<file path="src/rtl/alarm_pkg.sv">
// Shared types and field widths for the alarm trigger slice.
package alarm_pkg;

    typedef enum logic [1:0] {
        IDLE    = 2'd0,
        RINGING = 2'd1,
        SNOOZE  = 2'd2
    } state_t;

    localparam int HOUR_W   = 5;
    localparam int MIN_W    = 6;
    localparam int SEC_W    = 6;
    localparam int MAX_HOUR = 23;

endpackage

</file>
<file path="src/rtl/alarm_trigger_if.sv">
// Time/alarm/button inputs and buzzer/status outputs of the alarm trigger.
// slave is the trigger block; master is whoever drives it.
interface alarm_trigger_if;
    import alarm_pkg::*;

    logic              tick_1hz;
    logic [HOUR_W-1:0] cur_hours;
    logic [MIN_W-1:0]  cur_minutes;
    logic [SEC_W-1:0]  cur_seconds;
    logic [HOUR_W-1:0] a_hours;
    logic [MIN_W-1:0]  a_minutes;
    logic [SEC_W-1:0]  a_seconds;
    logic              alarm_en;
    logic              set_mode;
    logic              snooze_but;
    logic              stop_but;
    logic              buzzer;
    logic              alarm_active;
    logic              snoozing;
    logic [1:0]        snooze_count;

    modport master (
        output tick_1hz, cur_hours, cur_minutes, cur_seconds,
               a_hours, a_minutes, a_seconds, alarm_en, set_mode,
               snooze_but, stop_but,
        input  buzzer, alarm_active, snoozing, snooze_count
    );

    modport slave (
        input  tick_1hz, cur_hours, cur_minutes, cur_seconds,
               a_hours, a_minutes, a_seconds, alarm_en, set_mode,
               snooze_but, stop_but,
        output buzzer, alarm_active, snoozing, snooze_count
    );

endinterface

</file>
<file path="src/rtl/alarm_match.sv">
// Time-of-day vs alarm comparator with rising-edge detect, so a held
// matching time produces exactly one trigger pulse.
module alarm_match
    import alarm_pkg::*;
(
    input  logic              clk,
    input  logic              rst_n,
    input  logic [HOUR_W-1:0] cur_hours,
    input  logic [MIN_W-1:0]  cur_minutes,
    input  logic [SEC_W-1:0]  cur_seconds,
    input  logic [HOUR_W-1:0] a_hours,
    input  logic [MIN_W-1:0]  a_minutes,
    input  logic [SEC_W-1:0]  a_seconds,
    input  logic              alarm_en,
    input  logic              set_mode,
    output logic              trigger
);

    logic match;
    logic match_q;

    // Editing suppresses matching so a partially-entered time cannot fire.
    assign match = (cur_hours == a_hours) && (cur_minutes == a_minutes) &&
                   (cur_seconds == a_seconds) && alarm_en && !set_mode;

    // Previous-cycle match for edge detection.
    always_ff @(posedge clk) begin
        if (!rst_n) match_q <= 1'b0;
        else        match_q <= match;
    end

    assign trigger = match && !match_q;

endmodule

</file>
<file path="src/rtl/alarm_trigger.sv">
// Alarm trigger: IDLE/RINGING/SNOOZE controller driving the buzzer, with
// snooze limit, stop/disable and ring timeout. One second counter is shared
// by RINGING and SNOOZE since they are exclusive.
// Optional: define ALARM_BUZZER_PULSE_EN to beep the buzzer at 0.5 Hz while
// ringing instead of holding it steady.
module alarm_trigger
    import alarm_pkg::*;
#(
    parameter int RING_SECS   = 60,
    parameter int SNOOZE_SECS = 300,
    parameter int MAX_SNOOZE  = 3
) (
    input  logic            clk,
    input  logic            rst_n,
    alarm_trigger_if.slave  bus
);

    localparam int CNT_MAX = (RING_SECS > SNOOZE_SECS) ? RING_SECS : SNOOZE_SECS;
    localparam int CNT_W   = (CNT_MAX > 1) ? $clog2(CNT_MAX) : 1;

    localparam logic [CNT_W-1:0] RING_LAST   = CNT_W'(RING_SECS - 1);
    localparam logic [CNT_W-1:0] SNOOZE_LAST = CNT_W'(SNOOZE_SECS - 1);
    localparam logic [1:0]       MAX_SNZ     = 2'(MAX_SNOOZE);

    state_t           state, state_nxt;
    logic [CNT_W-1:0] sec_cnt, cnt_nxt;
    logic [1:0]       snz_cnt, snz_nxt;
    logic             trigger;
    logic             buzz_nxt;
    logic             buzzer_q;
    logic             active_q;
    logic             snoozing_q;

    alarm_match u_match (
        .clk         (clk),
        .rst_n       (rst_n),
        .cur_hours   (bus.cur_hours),
        .cur_minutes (bus.cur_minutes),
        .cur_seconds (bus.cur_seconds),
        .a_hours     (bus.a_hours),
        .a_minutes   (bus.a_minutes),
        .a_seconds   (bus.a_seconds),
        .alarm_en    (bus.alarm_en),
        .set_mode    (bus.set_mode),
        .trigger     (trigger)
    );

    // State, shared second counter and snooze count registers.
    always_ff @(posedge clk) begin
        if (!rst_n) begin
            state   <= IDLE;
            sec_cnt <= '0;
            snz_cnt <= '0;
        end else begin
            state   <= state_nxt;
            sec_cnt <= cnt_nxt;
            snz_cnt <= snz_nxt;
        end
    end

    // Next state: stop/disable beats snooze, snooze beats timer expiry.
    // A tick in a cycle that changes state is consumed by the transition.
    always_comb begin
        state_nxt = state;
        cnt_nxt   = sec_cnt;
        snz_nxt   = snz_cnt;
        if (bus.stop_but || !bus.alarm_en) begin
            state_nxt = IDLE;
            cnt_nxt   = '0;
            snz_nxt   = '0;
        end else begin
            case (state)
                IDLE: begin
                    if (trigger) begin
                        state_nxt = RINGING;
                        cnt_nxt   = '0;
                        snz_nxt   = '0;
                    end
                end
                RINGING: begin
                    if (bus.snooze_but && (snz_cnt < MAX_SNZ)) begin
                        state_nxt = SNOOZE;
                        cnt_nxt   = '0;
                        snz_nxt   = snz_cnt + 2'd1;
                    end else if (bus.tick_1hz) begin
                        if (sec_cnt == RING_LAST) begin
                            state_nxt = IDLE;
                            cnt_nxt   = '0;
                        end else begin
                            cnt_nxt = sec_cnt + CNT_W'(1);
                        end
                    end
                end
                SNOOZE: begin
                    if (bus.tick_1hz) begin
                        if (sec_cnt == SNOOZE_LAST) begin
                            state_nxt = RINGING;
                            cnt_nxt   = '0;
                        end else begin
                            cnt_nxt = sec_cnt + CNT_W'(1);
                        end
                    end
                end
                default: begin
                    state_nxt = IDLE;
                    cnt_nxt   = '0;
                    snz_nxt   = '0;
                end
            endcase
        end
    end

`ifdef ALARM_BUZZER_PULSE_EN
    // Beep: 1 on entering RINGING, toggle on each second while ringing.
    always_comb begin
        buzz_nxt = 1'b0;
        if (state_nxt == RINGING) begin
            if (state != RINGING)  buzz_nxt = 1'b1;
            else if (bus.tick_1hz) buzz_nxt = !buzzer_q;
            else                   buzz_nxt = buzzer_q;
        end
    end
`else
    // Steady buzzer for the whole ring period.
    always_comb begin
        buzz_nxt = (state_nxt == RINGING);
    end
`endif

    // Registered outputs, decoded from the next state so they line up
    // with the state register.
    always_ff @(posedge clk) begin
        if (!rst_n) begin
            buzzer_q   <= 1'b0;
            active_q   <= 1'b0;
            snoozing_q <= 1'b0;
        end else begin
            buzzer_q   <= buzz_nxt;
            active_q   <= (state_nxt != IDLE);
            snoozing_q <= (state_nxt == SNOOZE);
        end
    end

    assign bus.buzzer       = buzzer_q;
    assign bus.alarm_active = active_q;
    assign bus.snoozing     = snoozing_q;
    assign bus.snooze_count = snz_cnt;

endmodule

</file>
<file path="src/flat_wrapper.sv">
// flat-port wrapper written by rule: the top's interface ports become plain ports
module alarm_trigger_flat import alarm_pkg::*;
#(
    parameter int RING_SECS   = 60,
    parameter int SNOOZE_SECS = 300,
    parameter int MAX_SNOOZE  = 3
)
  (clk, rst_n, bus_tick_1hz, bus_cur_hours, bus_cur_minutes, bus_cur_seconds, bus_a_hours, bus_a_minutes, bus_a_seconds, bus_alarm_en, bus_set_mode, bus_snooze_but, bus_stop_but, bus_buzzer, bus_alarm_active, bus_snoozing, bus_snooze_count);
  alarm_trigger_if bus_i ();
  input  logic clk;
  input  logic rst_n;
  input wire logic [$bits(bus_i.tick_1hz)-1:0] bus_tick_1hz;
  input wire logic [$bits(bus_i.cur_hours)-1:0] bus_cur_hours;
  input wire logic [$bits(bus_i.cur_minutes)-1:0] bus_cur_minutes;
  input wire logic [$bits(bus_i.cur_seconds)-1:0] bus_cur_seconds;
  input wire logic [$bits(bus_i.a_hours)-1:0] bus_a_hours;
  input wire logic [$bits(bus_i.a_minutes)-1:0] bus_a_minutes;
  input wire logic [$bits(bus_i.a_seconds)-1:0] bus_a_seconds;
  input wire logic [$bits(bus_i.alarm_en)-1:0] bus_alarm_en;
  input wire logic [$bits(bus_i.set_mode)-1:0] bus_set_mode;
  input wire logic [$bits(bus_i.snooze_but)-1:0] bus_snooze_but;
  input wire logic [$bits(bus_i.stop_but)-1:0] bus_stop_but;
  output wire logic [$bits(bus_i.buzzer)-1:0] bus_buzzer;
  output wire logic [$bits(bus_i.alarm_active)-1:0] bus_alarm_active;
  output wire logic [$bits(bus_i.snoozing)-1:0] bus_snoozing;
  output wire logic [$bits(bus_i.snooze_count)-1:0] bus_snooze_count;
  assign bus_i.tick_1hz = bus_tick_1hz;
  assign bus_i.cur_hours = bus_cur_hours;
  assign bus_i.cur_minutes = bus_cur_minutes;
  assign bus_i.cur_seconds = bus_cur_seconds;
  assign bus_i.a_hours = bus_a_hours;
  assign bus_i.a_minutes = bus_a_minutes;
  assign bus_i.a_seconds = bus_a_seconds;
  assign bus_i.alarm_en = bus_alarm_en;
  assign bus_i.set_mode = bus_set_mode;
  assign bus_i.snooze_but = bus_snooze_but;
  assign bus_i.stop_but = bus_stop_but;
  assign bus_buzzer = bus_i.buzzer;
  assign bus_alarm_active = bus_i.alarm_active;
  assign bus_snoozing = bus_i.snoozing;
  assign bus_snooze_count = bus_i.snooze_count;
  alarm_trigger #(.RING_SECS(RING_SECS), .SNOOZE_SECS(SNOOZE_SECS), .MAX_SNOOZE(MAX_SNOOZE)) u_core (.clk(clk), .rst_n(rst_n), .bus(bus_i));
endmodule
</file>
<file path="config.mk">
export PLATFORM = sky130hd
export DESIGN_NAME = alarm_trigger_flat
export DESIGN_NICKNAME = d
export VERILOG_FILES = /design/src/rtl/alarm_pkg.sv /design/src/rtl/alarm_trigger_if.sv /design/src/rtl/alarm_match.sv /design/src/rtl/alarm_trigger.sv /design/src/flat_wrapper.sv
export SDC_FILE = /design/constraint.sdc
export NUM_CORES = 1
export LEC_CHECK = 0
export ABC_AREA = 0
export BUFFER_PORTS_ARGS = -buffer_cell sky130_fd_sc_hd__buf_4
export CORE_MARGIN = 3
export CORE_UTILIZATION = 53
export DETAILED_ROUTE_END_ITERATION = 10
export PLACE_DENSITY = 0.83
export SETUP_SLACK_MARGIN = 0.4
export SLEW_MARGIN = 40
export SYNTH_ARGS = -nofsm -noshare
export SYNTH_HDL_FRONTEND = slang
export SYNTH_HIERARCHICAL = 1
export SYNTH_SLANG_ARGS = --single-unit
</file>
<file path="constraint.sdc">
create_clock -name clk -period 3.7 [get_ports clk]
set_input_delay 0 -clock clk [delete_from_list [all_inputs] [get_ports clk]]
set_output_delay 0 -clock clk [all_outputs]
set_load 0.1 [all_outputs]
</file>
* Word level (Yosys, flattened, before mapping)
Index checks and enable logic that the tools add are counted.
** Word-level totals
- Bits of input ports :: 41
- Word-level logic and storage cells :: 58
- Output and inout bits :: 5
- Bits in registers :: 17
** Cells by class
- $lt $le $gt $ge :: 1
- Multiplexer cells :: 18
- Equality and inequality tests :: 13
- Add/sub/neg operators :: 2
- Reductions and logical operators :: 15
- Bitwise logic cells :: 2
** Operators by type and width (count)
- two-way mux 9 bit :: 6
- one-hot mux 9 bit (3 select lines) :: 1
- two-way mux 2 bit :: 9
- equality test 6 bit :: 2
- one-hot mux 2 bit (3 select lines) :: 2
- adder 9 x 1 -> 9 bit (second input constant) :: 1
- equality test 9 x 6 -> 1 bit (second input constant) :: 1
- equality test 9 bit (second input constant) :: 1
- logical AND 1 bit :: 6
- AND reduction 3 bit :: 2
- equality test 5 bit :: 1
- equality test 2 x 1 -> 1 bit (second input constant) :: 2
- equality test 2 bit (second input constant) :: 2
- != test 2 x 1 -> 1 bit (second input constant) :: 2
- logical NOT 1 bit :: 3
- != test 3 x 2 -> 1 bit (second input constant) :: 1
- adder 2 x 1 -> 2 bit (second input constant) :: 1
- logical NOT 2 bit :: 1
- less-than comparator 2 bit (second input constant) :: 1
- != test 2 bit (second input constant) :: 1
- NOT 1 bit :: 2
- nonzero test 2 bit :: 1
- OR reduction 2 bit :: 1
- logical OR 1 bit :: 1

* Depth between registers and ports, before layout
Gate-level depths: netlist of run 1.
- Word-level depth :: 10
- Gate-level depth with buffers :: 9
- Gate-level depth less buffers :: 9

* Modules after synthesis
The synthesis of run 1 kept the hierarchy.
** Modules (own cells, without submodules)
- alarm_trigger :: area an instance 1033.5 um2, instances 1, cells each 115, seq. area each 320.3 um2
- alarm_match :: area an instance 222.7 um2, instances 1, cells each 27, seq. area each 20.0 um2

* Least setup slack after synthesis of run 1
OpenSTA, ideal clock, no wires.
- Kind :: register to register
- Start :: register u_core.snz_cnt[0], in the netlist u_core/bus.snooze_count[0]
- End :: register u_core.sec_cnt[4]
- Path buffers :: 0
- Slack :: 1.396 ns
- Data arrival time :: 2.244 ns
- Cell stages (with the launch flop) :: 7
- Period minus slack after synthesis :: 2.304 ns
- Library setup time :: 0.060 ns
- Data required time :: 3.640 ns
- Cell sequence :: dfxtp_1 -> ha_1 -> nand2b_4 -> a21o_1 -> o211ai_4 -> a2111oi_0 -> a221o_1
** Between the ends
- Word-level cells in the longest chain between the ends :: 4
- Elaborated cells between the ends (all ways) :: 6
- Classes of those cells :: order compare (1); eq/ne (1); mux (2); reduce/logical (2)
** Ends and longest elaborated chain
- from (decl) :: RTL line alarm_trigger.sv:27 : logic [1:0] snz_cnt, snz_nxt;
- from (signal assigned) :: RTL line alarm_trigger.sv:57 : snz_cnt <= snz_nxt;
- less-than comparator 2 bit * :: RTL line alarm_trigger.sv:81 : if (bus.snooze_but && (snz_cnt < MAX_SNZ)) begin
- logical AND 1 bit * :: RTL line alarm_trigger.sv:81
- != test 3 x 2 -> 1 bit (no line) / two-way mux 9 bit (equally long branches)
- AND reduction 3 bit (no line) / one-hot mux 9 bit (3 select lines) (equally long branches)
- to (signal assigned) :: RTL line alarm_trigger.sv:56 : sec_cnt <= cnt_nxt;
- to (decl) :: RTL line alarm_trigger.sv:26 : logic [CNT_W-1:0] sec_cnt, cnt_nxt;
Every way passes the cells marked *; elsewhere a longest branch is shown, timed or not.
A chain may end at the register's enable or synchronous reset.

* Worst setup path after layout of run 1
- Start :: input port bus_a_minutes[4]
- End :: register u_core.sec_cnt[2]
** Between the ends
- Word-level cells in the longest chain between the ends :: 8
** Ends and longest elaborated chain
- from (decl) :: RTL line flat_wrapper.sv:17 : input wire logic [$bits(bus_i.a_minutes)-1:0] bus_a_minutes;
- equality test 6 bit :: RTL line alarm_match.sv:23 : assign match = (cur_hours == a_hours) && (cur_minutes == a_minutes) &&
- logical AND 1 bit (2 in a row) :: RTL line alarm_match.sv:23
- logical AND 1 bit (2 in a row) :: RTL line alarm_match.sv:24 : (cur_seconds == a_seconds) && alarm_en && !set_mode;
- logical AND 1 bit :: RTL line alarm_match.sv:32 : assign trigger = match && !match_q;
- via u_core.trigger :: RTL line alarm_trigger.sv:28 : logic trigger;
- != test 2 x 1 -> 1 bit (no line)
- AND reduction 3 bit (no line)
The timed path passes the listed nets, and every way through them passes these cells.

==> metrics.csv, run 1 <==
metric,value,unit
R2R depth,5,
area of the mapped netlist,0.00126,mm^2
Synth Flop Type,dfxtp_1,
die height,54.7,um
vias in the first global route,1221,
R2R Setup Slk,1.73,ns
Net Sw Frac,0.236,
total CTS buffers,3,
clock latency on the worst-skew pair,0.29,ns
DRT Pass-1 Iters,4,
register area share after synthesis,0.271,
Clock Tree Root,clkbuf_4,
Crit. End Element,register,
Post-Synthesis Cells,142,
actual slew at the worst max-slew pin,0.748,ns
H-tree depth,1,
hold path cells,4,
CP Data Required Time,3.89,ns
Initial Util,0.562,
Synth cell types,44,
endpoints failing hold,0,
fin crit share,0.543,
number of synthesized register bits,17,
Synth async-reset ratio,0,
Global Route Usage Sum,0.249,
"Avg Cell Area, Syn",8.85,um^2
WP data arrival,2.20,ns
Switch Pwr,81.5,uW
first-pass GRT wire length,5270,um
WL/cell,15.5,um
via-per-instance ratio,5.88,
register area,340,um^2
Setup-failing EPs final,0,
Area Overhead vs Synth,32.4,%
final slew viol count,0,
via count,1282,
Hold Crit Start,bus_tick_1hz,
Hold Path End,u_core/sec_cnt[1]$_SDFFE_PP0P_,
"commonest non-fill, non-tap cell in the layout",buf_4,
status,"finished, final reports clean",
clock share of power,0.291,
Die ar.,0.00299,mm^2
internal power,264,uW
hold_buf cts,2,
Detail Placement HPWL,2680,um
largest net degree at the start of global routing,17,
Final min period,2.01,ns
RSZ-0062 raised after global routing,no,
clock sink count,17,
LEAKAGE,0.654,nW
Mapped Nets,189,
CTS clock-pin slew for the worst setup and hold paths,0.10,ns
Post-CTS Setup Bufs,0,
kind of critical path,input pin to register,
RR Endpoint,u_core/sec_cnt[2]$_SDFFE_PP0P_,
combinational share of power,0.181,
I/O Buffers,45,
Starting DRT DRC Count,55,
relative slew slack,0.500,
Max Freq,0.498,GHz
fin nets,238,
Hold/Removal Path Class,input pin to register,
TritonCTS clock tree,done,
row count,17,
most frequent cells in the layout,"buf_4 (45), dfxtp_1 (17), nand2_1 (13)",
Hold Slack,0.0975,ns
DRC,0,
VDD IR max,0.000181,V
gr ovfl total,0,
initial antenna violation count,0,
routability congestion estimate,0.917,
CP startpoint,bus_a_minutes[4],
Core Region,0.00223,mm^2
area occupied by multi-input gates,873,um^2
ratio of cells with drive above 1 in the final layout,0.311,
fillers,173,
final WL,3370,um
CP max FO,7,
max_cap viols,0,
top-level I/O count,46,
post_cts resized,0,
final setup TNS,0,ns
Post-synth EDFFs,0,
post-route ant nets,0,
clock buffer depth,2,
Clock Skew,0.00599,ns
sequential share of power,0.528,
RR Startpoint,u_core/state[0]$_SDFF_PN0_,
Ant. Diodes,0,
synth warn,6,
Pwr Density,208,mW/mm^2
die width,54.7,um
Critical Path Start Type,input pin,
[routing by layer]
layer / track usage / wire length, um / up-vias
met1: 0.280 / 1240 / 587
met5: 0 / 0 / -
met3: 0.0572 / 298 / 8
li1: - / - / 623
met2: 0.429 / 1750 / 64
met4: 0.133 / 76 / 0
[kinds of logic (layout without fill, tap and decap cells)]
family / Yosys count / count (layout) / synth area share
fa+ha+maj: 6 / 6 / 0.0598
simple gates: 53 / 53 / 0.260
compound gates: 38 / 38 / 0.257
xor+xnor: 17 / 17 / 0.119
flops: 17 / 17 / 0.271
buf+inv: 11 / 59 / 0.0339
[how the worst max path moves through the flow]
stage,to,slack [ns],cells after the start
2_1_floorplan,u_core/sec_cnt[4]$_SDFFE_PP0P_,1.40,6
3_3_place_gp,u_core/sec_cnt[2]$_SDFFE_PP0P_,1.51,9
3_5_place_dp,u_core/sec_cnt[2]$_SDFFE_PP0P_,1.43,9
4_1_cts,u_core/sec_cnt[2]$_SDFFE_PP0P_,1.76,9
5_1_grt,u_core/bus.alarm_active$_SDFF_PN0_,1.49,10
6_report,u_core/sec_cnt[2]$_SDFFE_PP0P_,1.69,9
[worst max-delay path: stages]
cell      delay [ns]
buf_4           0.11
xor2_1          0.15
nor4_1          0.27
nand3_1         0.13
nor4_1          0.47
nand2b_1        0.26
o21ai_2         0.15
nor2b_1         0.24
a221o_1         0.41
[sequential cells by signal (all words and copies together), names as in the netlist]
name	cells
u_core/bus.snooze_count	2
u_core/bus.alarm_active	1
u_core/bus.buzzer	1
u_core/state	2
u_core/bus.snoozing	1
u_core/sec_cnt	9
u_core/u_match/match_q	1
[power by group through the flow]
stage / clock (mW) / sequential (mW) / combinational [mW]
CTS: 0.105 / 0.183 / 0.0625
detailed placement: 0 / 0.187 / 0.0615
floorplan: 0 / 0.187 / 0.0214
global placement: 0 / 0.187 / 0.0589
global route: 0.115 / 0.183 / 0.0676
finish: 0.101 / 0.183 / 0.0625
[per-stage QoR]
| stage | cell area [um^2] | power (mW) | std cells | utilization | worst slack [ns] |
|---|---|---|---|---|---|
| after floorplan | 1260 | 0.208 | 142 | - | 1.40 |
| after global placement | 1620 | 0.246 | 212 | 0.724 | 1.51 |
| after detailed placement | 1620 | 0.249 | 212 | 0.724 | 1.43 |
| after CTS | 1660 | 0.350 | 218 | 0.745 | 1.76 |
| after global routing | 1660 | 0.365 | 218 | 0.745 | 1.49 |
| final | 1660 | 0.346 | 218 | 0.745 | 1.69 |
[Yosys cell counts (2+ instances only)]
library cell  instances  share of area
a221o_1               5          0.040
o21ai_0               6          0.024
nand2b_4              2          0.022
a2111oi_0             2          0.014
dfxtp_1              17           0.27
clkbuf_1              2         0.0060
and2_1                2          0.010
xnor2_1               8          0.056
ha_1                  6          0.060
nor2b_1               4          0.020
xor2_1                9          0.063
nor2_1                6          0.018
a211o_1               2          0.014
nand4_1               3          0.015
nand2_1              13          0.039
a211oi_1              4          0.024
nand3b_1              2          0.012
nor4_1                4          0.020
nand3_1               4          0.016
or3_1                 2          0.010
a2111o_1              2          0.018
a21oi_1               7          0.028
inv_1                 8          0.024
a22o_1                2          0.014
[layout make-up]
| type | instances | share of cell area |
|---|---|---|
| inverters | 8 | 0.0181 |
| multi-input cells | 114 | 0.525 |
| clock buffers | 4 | 0.0158 |
| well taps | 28 | 0.0211 |
| repair buffers | 47 | 0.215 |
| flip-flops and latches | 17 | 0.205 |
Power figures use the tool's default switching activity.
==> run 2: changes to the inputs <==
--- a/config.mk
+++ b/config.mk
@@ -8,9 +8,9 @@
 export ABC_AREA = 0
 export BUFFER_PORTS_ARGS = -buffer_cell sky130_fd_sc_hd__buf_4
 export CORE_MARGIN = 3
-export CORE_UTILIZATION = 53
+export CORE_UTILIZATION = 49
 export DETAILED_ROUTE_END_ITERATION = 10
-export PLACE_DENSITY = 0.83
+export PLACE_DENSITY = 0.77
 export SETUP_SLACK_MARGIN = 0.4
 export SLEW_MARGIN = 40
 export SYNTH_ARGS = -nofsm -noshare
==> constraint.sdc (replaced) <==
create_clock -name clk -period 2 [get_ports clk]
set_input_delay 0 -clock clk [delete_from_list [all_inputs] [get_ports clk]]
set_output_delay 0 -clock clk [all_outputs]
set_load 0.1 [all_outputs]
==> metrics.csv, run 2 (synthesized netlist as in run 1, its figures left out) <==
metric,value,unit,change
Met3 Wirelength,501,um,+68%
R2R depth,6,,+1
clock sink count,17,,unchanged
die width,56.6,um,+3.6%
status,"finished, final reports clean",,
post-layout util,0.941,,+0.196
Core Region,0.00232,mm^2,+3.8%
via count,1628,,+27%
met1 wire length,1900,um,+53%
Clock Tree Root,clkbuf_4,,
LEAKAGE,0.849,nW,+30%
RR Endpoint,u_core/sec_cnt[8]$_SDFFE_PP0P_,,
WL/cell,22.6,um,+46%
Final min period,1.84,ns,
relative slew slack,0.573,,+0.0732
I/O Buffers,45,,unchanged
final WL,5550,um,+65%
ratio of cells with drive above 1 in the final layout,0.606,,+0.295
H-tree depth,1,,unchanged
TritonCTS clock tree,done,,
routability congestion estimate,0.777,,-15%
Clock Skew,0.0128,ns,+0.00682 ns
"Most flops, register",u_core/sec_cnt,,
Global Route Usage Sum,0.302,,+0.0535
clock buffer depth,2,,unchanged
Hold Crit Start,bus_cur_seconds[2],,
R2R Setup Slk,0.20,ns,-1.53 ns
final std cells w/o fill,246,,+13%
DRC,0,,unchanged
endpoints failing hold,0,,unchanged
Power Total,671,uW,+94%
kind of critical path,input pin to register,,
WP data arrival,2.04,ns,-0.16 ns
hold path cells,4,,unchanged
initial antenna violation count,0,,unchanged
total CTS buffers,3,,unchanged
die height,56.6,um,+3.6%
Detail Placement HPWL,2710,um,+1.1%
"commonest non-fill, non-tap cell in the layout",buf_4,,
final setup TNS,0,ns,unchanged
post-route ant nets,0,,unchanged
actual slew at the worst max-slew pin,0.639,ns,-0.109 ns
Crit. End Element,register,,
met2 WL,2780,um,+59%
row count,17,,unchanged
Post-Place Worst Slack,-0.128,ns,-1.55 ns
final slew viol count,0,,unchanged
fin nets,266,,+12%
fillers,71,,-59%
CTS clock-pin slew for the worst setup and hold paths,0.10,ns,about the same
RSZ-0062 raised after global routing,yes,,
first-pass GRT wire length,7430,um,+41%
most frequent cells in the layout,"buf_4 (66), nand2_1 (12), xor2_1 (9)",,
Ant. Diodes,0,,unchanged
RR Startpoint,u_core/sec_cnt[1]$_SDFFE_PP0P_,,
uppermost routed layer,met4,,
VDD IR max,0.000356,V,+96%
Setup WS post-layout,0.156,ns,-1.54 ns
Hold Slack,0.122,ns,+0.0244 ns
clock latency on the worst-skew pair,0.33,ns,+0.04 ns
Setup-failing EPs final,0,,unchanged
max_cap viols,0,,unchanged
vias in the first global route,1615,,+32%
top-level I/O count,46,,unchanged
cell count after placement,217,,+2.4%
via-per-instance ratio,6.62,,+13%
DRT Pass-1 Iters,5,,+1
Max Freq,0.542,GHz,
Die ar.,0.00321,mm^2,+7.2%
Starting DRT DRC Count,129,,+130%
CP max FO,4,,-3
Pwr Density,308,mW/mm^2,+48%
design area,0.00218,mm^2,+31%
Area Overhead vs Synth,73.6,%,
Critical Path Start Type,input pin,,
fin crit share,0.922,,
Hold Path End,u_core/u_match/match_q$_SDFF_PN0_,,
Hold/Removal Path Class,input pin to register,,
largest net degree at the start of global routing,11,,-6
CP Data Required Time,2.20,ns,-1.69 ns
Largest register FFs,9,,unchanged
gr ovfl total,0,,unchanged
Initial Util,0.542,,-0.0206
placed cell area,0.00171,mm^2,+5.7%
-- run 2: cell type report --
class / count / area [um^2] / area share
inverter: 8 / 35.0 / 0.0161
clock buffer: 3 / 22.5 / 0.0103
tap: 28 / 35.0 / 0.0161
timing repair buffer: 74 / 602 / 0.276
clock inverter: 1 / 5.00 / 0.00229
sequential: 17 / 372 / 0.170
multi-input combinational: 115 / 1110 / 0.509
-- run 2: repair_timing --
| item | CTS | global route |
|---|---|---|
| setup buffers | 13 | 10 |
| resized for setup | 50 | 12 |
| gates cloned | 1 | 0 |
| pin swaps | 24 | 16 |
| hold buffers | 1 | 0 |
| hold endpoints to repair | 1 | 0 |
| setup endpoints to repair | 15 | 15 |
-- run 2: worst max-delay path by stage --
stage                                             from                                  to  slack (ns)  cells after the start
2_1_floorplan                           bus_a_hours[4]      u_core/sec_cnt[2]$_SDFFE_PP0P_        0.15                      9
3_3_place_gp                            bus_a_hours[4]      u_core/sec_cnt[4]$_SDFFE_PP0P_      -0.005                      9
3_5_place_dp                          bus_a_seconds[0]  u_core/bus.alarm_active$_SDFF_PN0_       -0.13                     10
4_1_cts        u_core/bus.snooze_count[0]$_SDFFE_PP0P_      u_core/sec_cnt[4]$_SDFFE_PP0P_        0.34                      7
5_1_grt                 u_core/sec_cnt[0]$_SDFFE_PP0P_      u_core/sec_cnt[8]$_SDFFE_PP0P_        0.09                      6
6_report                            bus_cur_minutes[2]  u_core/bus.alarm_active$_SDFF_PN0_        0.16                     11
-- run 2: routing by layer --
| metal | vias up | global-route usage |
|---|---|---|
| met5 | - | 0 |
| met4 | 0 | 0.258 |
| met3 | 43 | 0.0690 |
| met2 | 148 | 0.521 |
| met1 | 753 | 0.301 |
| li1 | 684 | - |
-- run 2: power breakdown --
part           leakage [nW]  total [mW]  internal (mW)  switching, mW
Clock                0.0177       0.209         0.0752          0.134
Sequential            0.145       0.330          0.330    0.000000169
Combinational         0.686       0.132         0.0770         0.0547
-- run 2: critical path, cell delays in order --
cell and delay [ns]:
buf_6 0.09, xor2_1 0.16, nor4_1 0.38, nand3_1 0.20, nor4_4 0.23, buf_4 0.19
nor2b_4 0.05, o21ai_2 0.17, nand2_2 0.09, a211oi_4 0.35, a211oi_2 0.13
